`src/rtl/mem_port_arbiter.sv`:
```
// Arbitrates one single-port memory between an instruction-fetch side and a data side.
// Define ARB_ROUND_ROBIN_EN to alternate sides on contention; otherwise the data side always wins.
module mem_port_arbiter (
  input  logic        clk,
  input  logic        rst_n,
  input  logic        if_req,
  input  logic [31:0] if_addr,
  output logic        if_gnt,
  output logic        if_rvalid,
  output logic [31:0] if_rdata,
  input  logic        d_req,
  input  logic [31:0] d_addr,
  input  logic [3:0]  d_we,
  input  logic [31:0] d_wdata,
  output logic        d_gnt,
  output logic        d_rvalid,
  output logic [31:0] d_rdata,
  output logic        d_err,
  output logic        mem_req,
  output logic [31:0] mem_addr,
  output logic        mem_we,
  output logic [3:0]  mem_be,
  output logic [31:0] mem_wdata,
  input  logic        mem_ack,
  input  logic [31:0] mem_rdata
);
  typedef enum logic [1:0] {IDLE, IF_BUSY, D_BUSY, RESP} state_t;

  state_t      state_q, state_d;
  logic        resp_d_q, resp_d_d;
  logic        err_q, err_d;
  logic [31:0] mem_addr_q, mem_addr_d;
  logic        mem_we_q, mem_we_d;
  logic [3:0]  mem_be_q, mem_be_d;
  logic [31:0] mem_wdata_q, mem_wdata_d;
  logic [31:0] if_rdata_q, if_rdata_d;
  logic [31:0] d_rdata_q, d_rdata_d;
  logic        d_bad, pick_d, pick_if, d_side_wins;
  logic        unused_addr_bits;

  assign unused_addr_bits = ^if_addr[1:0];

`ifdef ARB_ROUND_ROBIN_EN
  logic last_d_q, last_d_d;
  assign d_side_wins = !last_d_q;
`else
  assign d_side_wins = 1'b1;
`endif

  // Illegal byte patterns and accesses not aligned to their own size are rejected.
  always_comb begin
    d_bad = 1'b0;
    case (d_we)
      4'b0000, 4'b0001: d_bad = 1'b0;
      4'b0011:          d_bad = d_addr[0];
      4'b1111:          d_bad = |d_addr[1:0];
      default:          d_bad = 1'b1;
    endcase
  end

  assign pick_d  = d_req && (!if_req || d_side_wins);
  assign pick_if = if_req && !pick_d;

  always_comb begin
    state_d     = state_q;
    resp_d_d    = resp_d_q;
    err_d       = err_q;
    mem_addr_d  = mem_addr_q;
    mem_we_d    = mem_we_q;
    mem_be_d    = mem_be_q;
    mem_wdata_d = mem_wdata_q;
    if_rdata_d  = if_rdata_q;
    d_rdata_d   = d_rdata_q;
    if_gnt      = 1'b0;
    d_gnt       = 1'b0;
`ifdef ARB_ROUND_ROBIN_EN
    last_d_d    = last_d_q;
`endif
    case (state_q)
      IDLE: begin
        if (pick_if) begin
          if_gnt      = 1'b1;
          state_d     = IF_BUSY;
          resp_d_d    = 1'b0;
          err_d       = 1'b0;
          mem_addr_d  = {if_addr[31:2], 2'b00};
          mem_we_d    = 1'b0;
          mem_be_d    = 4'b1111;
          mem_wdata_d = '0;
`ifdef ARB_ROUND_ROBIN_EN
          last_d_d    = 1'b0;
`endif
        end else if (pick_d) begin
          d_gnt    = 1'b1;
          resp_d_d = 1'b1;
          err_d    = d_bad;
`ifdef ARB_ROUND_ROBIN_EN
          last_d_d = 1'b1;
`endif
          if (d_bad) begin
            state_d = RESP;
          end else begin
            state_d     = D_BUSY;
            mem_addr_d  = {d_addr[31:2], 2'b00};
            mem_we_d    = |d_we;
            mem_be_d    = (d_we == 4'b0000) ? 4'b1111 : (d_we << d_addr[1:0]);
            mem_wdata_d = (d_we == 4'b0000) ? 32'h0 : (d_wdata << {d_addr[1:0], 3'b000});
          end
        end
      end
      IF_BUSY: begin
        if (mem_ack) begin
          if_rdata_d = mem_rdata;
          state_d    = RESP;
        end
      end
      D_BUSY: begin
        if (mem_ack) begin
          d_rdata_d = mem_rdata;
          state_d   = RESP;
        end
      end
      RESP:    state_d = IDLE;
      default: state_d = IDLE;
    endcase
  end

  // Reset drops any in-flight access; a late mem_ack then lands in IDLE and is ignored.
  always_ff @(posedge clk or negedge rst_n) begin
    if (!rst_n) begin
      state_q     <= IDLE;
      resp_d_q    <= 1'b0;
      err_q       <= 1'b0;
      mem_addr_q  <= '0;
      mem_we_q    <= 1'b0;
      mem_be_q    <= '0;
      mem_wdata_q <= '0;
      if_rdata_q  <= '0;
      d_rdata_q   <= '0;
`ifdef ARB_ROUND_ROBIN_EN
      last_d_q    <= 1'b0;
`endif
    end else begin
      state_q     <= state_d;
      resp_d_q    <= resp_d_d;
      err_q       <= err_d;
      mem_addr_q  <= mem_addr_d;
      mem_we_q    <= mem_we_d;
      mem_be_q    <= mem_be_d;
      mem_wdata_q <= mem_wdata_d;
      if_rdata_q  <= if_rdata_d;
      d_rdata_q   <= d_rdata_d;
`ifdef ARB_ROUND_ROBIN_EN
      last_d_q    <= last_d_d;
`endif
    end
  end

  assign mem_req   = (state_q == IF_BUSY) || (state_q == D_BUSY);
  assign mem_addr  = mem_addr_q;
  assign mem_we    = mem_we_q;
  assign mem_be    = mem_be_q;
  assign mem_wdata = mem_wdata_q;
  assign if_rdata  = if_rdata_q;
  assign d_rdata   = d_rdata_q;
  assign if_rvalid = (state_q == RESP) && !resp_d_q;
  assign d_rvalid  = (state_q == RESP) && resp_d_q;
  assign d_err     = (state_q == RESP) && resp_d_q && err_q;

endmodule
```
`config.mk`:
```
export PLATFORM = sky130hd
export DESIGN_NAME = mem_port_arbiter
export DESIGN_NICKNAME = d
export VERILOG_FILES = /design/src/rtl/mem_port_arbiter.sv
export SDC_FILE = /design/constraint.sdc
export NUM_CORES = 1
export LEC_CHECK = 0
export BUFFER_PORTS_ARGS = -buffer_cell sky130_fd_sc_hd__buf_4
export CAP_MARGIN = 40
export CORE_ASPECT_RATIO = 0.7
export CORE_MARGIN = 4
export CORE_UTILIZATION = 35
export CTS_BUF_LIST = sky130_fd_sc_hd__clkbuf_8 sky130_fd_sc_hd__clkbuf_16
export DETAILED_ROUTE_END_ITERATION = 6
export PLACE_DENSITY = 0.6
export SETUP_SLACK_MARGIN = 0.2
export SLEW_MARGIN = 20
export SYNTH_ARGS = -nofsm -noshare
export SYNTH_HDL_FRONTEND = slang
export SYNTH_SLANG_ARGS = --single-unit
export TNS_END_PERCENT = 100
```
`constraint.sdc`:
```
create_clock -name clk -period 2.8 [get_ports clk]
set_input_delay 0.84 -clock clk [delete_from_list [all_inputs] [get_ports clk]]
set_output_delay 0.84 -clock clk [all_outputs]
set_load 0.01 [all_outputs]
```
### Yosys cells after proc, flatten, opt, wreduce, memory -nomap -nowiden

Index checks and enable logic that the tools add are counted.

| storage, ports and cells | value |
|---|---|
| input port bits | 137 |
| output and inout port bits | 139 |
| register bits after elaboration | 137 |
| logic and storage cells | 68 |

| operators by class | value |
|---|---|
| equality and inequality tests | 9 |
| reductions and logical operators | 19 |
| mux-type cells | 29 |
| shift operators | 2 |

Operator list:

| kind | count |
|---|---|
| two-way mux 32 bit | 7 |
| << shifter 32 x 5 -> 32 bit | 1 |
| two-way mux 4 bit | 4 |
| two-way mux 1 bit | 13 |
| AND reduction 2 bit | 4 |
| two-way mux 2 bit | 3 |
| one-hot mux 2 bit (3 select lines) | 1 |
| OR reduction 2 bit | 3 |
| == test 2 bit (second input constant) | 2 |
| == test 4 x 1 -> 1 bit (second input constant) | 1 |
| == test 4 x 2 -> 1 bit (second input constant) | 1 |
| == test 4 bit (second input constant) | 1 |
| logical AND 1 bit | 4 |
| zero test 4 bit | 1 |
| != test 2 x 1 -> 1 bit (second input constant) | 2 |
| OR reduction 4 bit | 1 |
| << shifter 4 x 2 -> 4 bit | 1 |
| != test 3 bit (second input constant) | 1 |
| one-hot mux 1 bit (3 select lines) | 1 |
| AND reduction 3 bit | 1 |
| == test 2 x 1 -> 1 bit (second input constant) | 1 |
| zero test 1 bit | 2 |
| zero test 2 bit | 1 |
| nonzero test 2 bit | 1 |
| logical OR 1 bit | 1 |

### Logic depth before layout (Yosys ltp)

| depth | value |
|---|---|
| depth in word-level cells | 7 |
| mapped depth | 8 |
| mapped depth without buffers | 6 |

### Least setup slack after synthesis

Ideal clock, no wire load.

| timing path | value |
|---|---|
| path kind | input port to output port |
| from | input if_req |
| to | output if_gnt |
| buffers on the path | 2 |
| stages | 4 |
| setup slack | 0.262 ns |
| arrival time | 1.698 ns |
| path through | nor2b_1 clkbuf_1 clkbuf_1 and2_1 |

| on the way | value |
|---|---|
| cells in the longest elaborated chain, start to end | 3 |

Ends and longest elaborated chain:

| element | RTL line | RTL |
|---|---|---|
| start: declaration | 6 | `input logic if_req,` |
| logical AND 1 bit | 62 | `assign pick_if = if_req && !pick_d;` |
| two-way mux 1 bit | 81 | `if (pick_if) begin` |
| two-way mux 1 bit | 79 | `case (state_q)` |
| end: declaration | 8 | `output logic if_gnt,` |

No other way between the ends.

### Worst setup path in the final report

| timing path | value |
|---|---|
| from | register state_q[0] |
| to | output d_gnt |

| on the way | value |
|---|---|
| cells in the longest elaborated chain, start to end | 2 |

Ends and longest elaborated chain:

| element | RTL line | RTL |
|---|---|---|
| start: declaration | 29 | `state_t state_q, state_d;` |
| start signal: assignment | 144 | `state_q <= state_d;` |
| zero test 2 bit | 79 |  |
| two-way mux 1 bit | 79 |  |
| end: declaration | 15 | `output logic d_gnt,` |

No other way between the ends.

==> metrics list <==
* Clock-pin slew on the worst setup and hold paths: ~0.06 ns
* Post-synth design cell area: about 6000 um2
- The first detailed-routing pass took 4 iterations.
- Final estimated routing congestion in global placement: 0.791
* Area of the die: roughly 19,000 um2
* Hold Crit Class: primary input to async pin
- Capture instance of the worst register-to-register path: mem_addr[28]$_DFFE_PN0P_
- Pin count of the biggest net entering global routing: between 50 and 60
* Hold_ws: 0.386 ns
* Number of cells produced by synthesis: ~440
* Commonest register cell after synthesis: sky130_fd_sc_hd__dfrtp_1
* Initial core utilization: 0.363
- Clock tree synthesis selected as its root buffer the cell sky130_fd_sc_hd__clkbuf_16.
- TritonCTS built the clock tree.
- Max-cap violations in this run came to 0.
* TritonCTS buffer count: 17
- Number of diodes added for antenna fixing: 0
- Subtracting the final worst setup slack from the clock period gives between 2 and 2.5 ns.
- For this design, the sink count on the clock tree is between 100 and 150.
* Final-layout setup total negative slack: 0 ns
- Across the routed clock network, the largest skew measured is about 0.0096 ns.
* All-layer global routing usage: 0.178
* Warning count from the yosys run: 0
- For this design the ratio of total power to cell area is 1040 nW/um2.
- Slowest stage cell, crit path: sky130_fd_sc_hd__dfrtp_1
- Final HPWL from detailed placement: 13,000 um
- Worst supply voltage drop on vdd: slightly above 0.5 mV
- Placed instance area: between 8000 and 9000 um2
* CP arrival: about 1.6 ns
* Vias per cell: roughly 4.9
- Post-CTS timing repair inserted 0 buffers for setup.
- Post-Route WL: between 15,000 and 20,000 um
- Wire length of the first global-routing pass: 27,000 um
- For the worst setup path, the data required time is around 2 ns.
- The final hold violation count is 0.
* Run status: finished, final reports clean
- Area inside the core boundary: 16,600 um2
- Of all nets on the critical path, the largest fanout is 4.
- Asr flop ratio synth: 1.00
- Yosys cell types: 34
- The initial antenna violation count came to 0.
- DRC violations left: 0
- Crit-path leading delay family: flip-flops
- EDFF count, synth: 0
- Largest stage delay on the critical path: about 0.40 ns
- IO buf count: 271
- CTS built an H-tree with a depth of 4.
- The total count of max-transition violations in the final report is 0.
- The worst pin sits at a relative slew slack of 0.597.
- Sequential element share of the synthesized area: 0.561
- Overall via count from detail_route: around 4,600
- After the last flow step, the layout net total stands at between 800 and 900.
- In the finished design, the share of the clock period the worst path needs comes to 0.858.
- Via count of the first global-routing pass: between 5,000 and 6,000
* R2R depth: 6
- Worst reg2reg setup slack: ~0.62 ns
- Crit Path Class: flop to primary output
- Buffers and inverters on the worst path: 2
* First DRT Iteration DRCs: 200
* Upper clock frequency limit: 0.416 GHz
- Total design power: about 0.0093 W
- For the pin with the worst max-slew slack, the measured transition is 0.602 ns.
* Chain of cells forming the critical path: inv_1, ha_1, and2_1, buf_4
- The finished cells cover between 8000 and 9000 um2.
* RSZ-0062 raised after global routing: false
- Post-synthesis average cell area: around 14 um2
- The worst setup path is captured at a primary output.
- Placement row count: 39
- The detail route stage leaves a number of antenna-violating nets equal to 0.
* Area added between synthesis and finish: 48.2%
- Maximum count of clock buffers along a single path: 2
- The analysis attributes to cell leakage a power of between 4 and 5 nW.
- The die is approximately 160 um wide.
- # setup viols final: 0
* Type of element launching the critical path: flop
- From bottom edge to top edge, the die measures roughly 120 um.
* Io pins: between 200 and 300
- Launch point of the worst reg-to-reg path: state_q[0]$_DFFE_PN0P_
- Total gr overflow: 0
* Total of hold buffers inserted after clock tree synthesis: 0
* Insertion delay of the later-clocked pin in the worst-skew pair: between 0.4 and 0.5 ns
* Wire per inst: approximately 18 um
- Number of resized instances in the post-cts repair step: 0
* Register bit total from synthesis: between 100 and 150
- Of the cells placed in the final design, the portion with a size suffix greater than 1 is 0.611.
==> final cells by class <==
cell class | count | area [um2]
clock buffers | 20 | 467
well taps | 225 | 282
flip-flops and latches | 135 | 3380
inverters | 3 | 11.3
multi-input cells | 269 | 2490
clock inverters | 12 | 126
fillers | 1468 | 7670
repair buffers | 284 | 2160
==> worst max path at each step <==
stage / start / to / cells past startpoint
after global routing: state_q[0]$_DFFE_PN0P_ / d_gnt / 4
after floorplan: if_req / if_gnt / 4
after global placement: d_addr[0] / mem_addr[25]$_DFFE_PN0P_ / 6
after CTS: state_q[0]$_DFFE_PN0P_ / d_gnt / 4
final: state_q[0]$_DFFE_PN0P_ / d_gnt / 4
after detailed placement: d_addr[0] / mem_addr[17]$_DFFE_PN0P_ / 6
==> layer usage <==
layer,share of wire,track usage
met1,0.41,0.213
met4,0.014,0.0608
met2,0.48,0.292
met5,0,0
met3,0.099,0.0683
==> power by group <==
group,switching (W),internal (W)
Sequential,0.000487,0.00285
Clock,0.000835,0.00138
Combinational,0.00159,0.00213
Total,0.00291,0.00636
==> sequential cells by signal (all words and copies together) (netlist names) <==
name / count
if_rdata: 32
state_q: 2
mem_we: 1
mem_addr: 30
d_rdata: 32
err_q: 1
resp_d_q: 1
mem_be: 4
mem_wdata: 32
==> layout by cell type (no fill, tap or decap), types with 2 or more instances in the layout <==
cell type | netlist | final
sky130_fd_sc_hd__and2_1 | 3 | 3
sky130_fd_sc_hd__buf_4 | 2 | 281
sky130_fd_sc_hd__nand2_1 | 19 | 19
sky130_fd_sc_hd__ha_1 | 5 | 5
sky130_fd_sc_hd__a211o_1 | 9 | 9
sky130_fd_sc_hd__mux2_2 | 122 | 122
sky130_fd_sc_hd__mux2i_1 | 20 | 20
sky130_fd_sc_hd__nor2_1 | 6 | 6
sky130_fd_sc_hd__nand2b_1 | 3 | 3
sky130_fd_sc_hd__conb_1 | 1 | 2
sky130_fd_sc_hd__bufinv_16 | 0 | 2
sky130_fd_sc_hd__nor2b_1 | 13 | 12
sky130_fd_sc_hd__a22o_1 | 8 | 8
sky130_fd_sc_hd__clkinvlp_4 | 0 | 4
sky130_fd_sc_hd__mux2_1 | 2 | 2
sky130_fd_sc_hd__inv_1 | 3 | 4
sky130_fd_sc_hd__o2bb2ai_1 | 8 | 8
sky130_fd_sc_hd__a21oi_2 | 1 | 2
sky130_fd_sc_hd__a2bb2oi_1 | 4 | 4
sky130_fd_sc_hd__a21oi_1 | 4 | 3
sky130_fd_sc_hd__clkbuf_8 | 0 | 3
sky130_fd_sc_hd__buf_12 | 0 | 2
sky130_fd_sc_hd__o21ai_0 | 14 | 14
sky130_fd_sc_hd__clkinv_2 | 0 | 3
sky130_fd_sc_hd__dfrtp_1 | 135 | 135
sky130_fd_sc_hd__a32o_1 | 17 | 17
sky130_fd_sc_hd__clkbuf_16 | 0 | 17
==> metrics by stage <==
stage / utilization / cells / setup WS, ns
after floorplan: - / 436 / 0.262
after global placement: 0.502 / 916 / 0.224
after detailed placement: 0.502 / 916 / 0.156
after CTS: 0.538 / 948 / 0.377
after global routing: 0.538 / 948 / 0.298
final: 0.538 / 948 / 0.398
==> logic make-up after synthesis <==
family | after synthesis | synth area share
compound gates | 70 | 0.0964
fa+ha+maj | 5 | 0.0104
buf+inv | 32 | 0.0262
flops | 135 | 0.561
mux | 144 | 0.265
other cells | 1 | 0.000623
simple gates | 48 | 0.0401
==> cell usage after synthesis (all sizes together) (3+ instances only) <==
library cell | number | share of area
dfrtp | 135 | 0.56
mux2 | 124 | 0.23
mux2i | 20 | 0.033
nand2 | 19 | 0.012
buf | 18 | 0.017
a32o | 17 | 0.028
o21ai | 14 | 0.012
nor2b | 13 | 0.014
clkbuf | 11 | 0.0069
a211o | 9 | 0.013
a22o | 8 | 0.012
o2bb2ai | 8 | 0.012
nor2 | 6 | 0.0037
a21oi | 5 | 0.0048
ha | 5 | 0.010
a2bb2oi | 4 | 0.0058
and2 | 3 | 0.0031
inv | 3 | 0.0019
nand2b | 3 | 0.0031
==> worst reg2reg max path: cells and delay by family, from the launching register on <==
kind,cells,cell delay (ns)
multiplexers,1,0.38
flip-flops,1,0.40
AO/OA/AOI/OAI,2,0.66
buffers and inverters,2,0.40
adder cells (fa/ha/maj),1,0.23
Power figures use the tool's default switching activity.
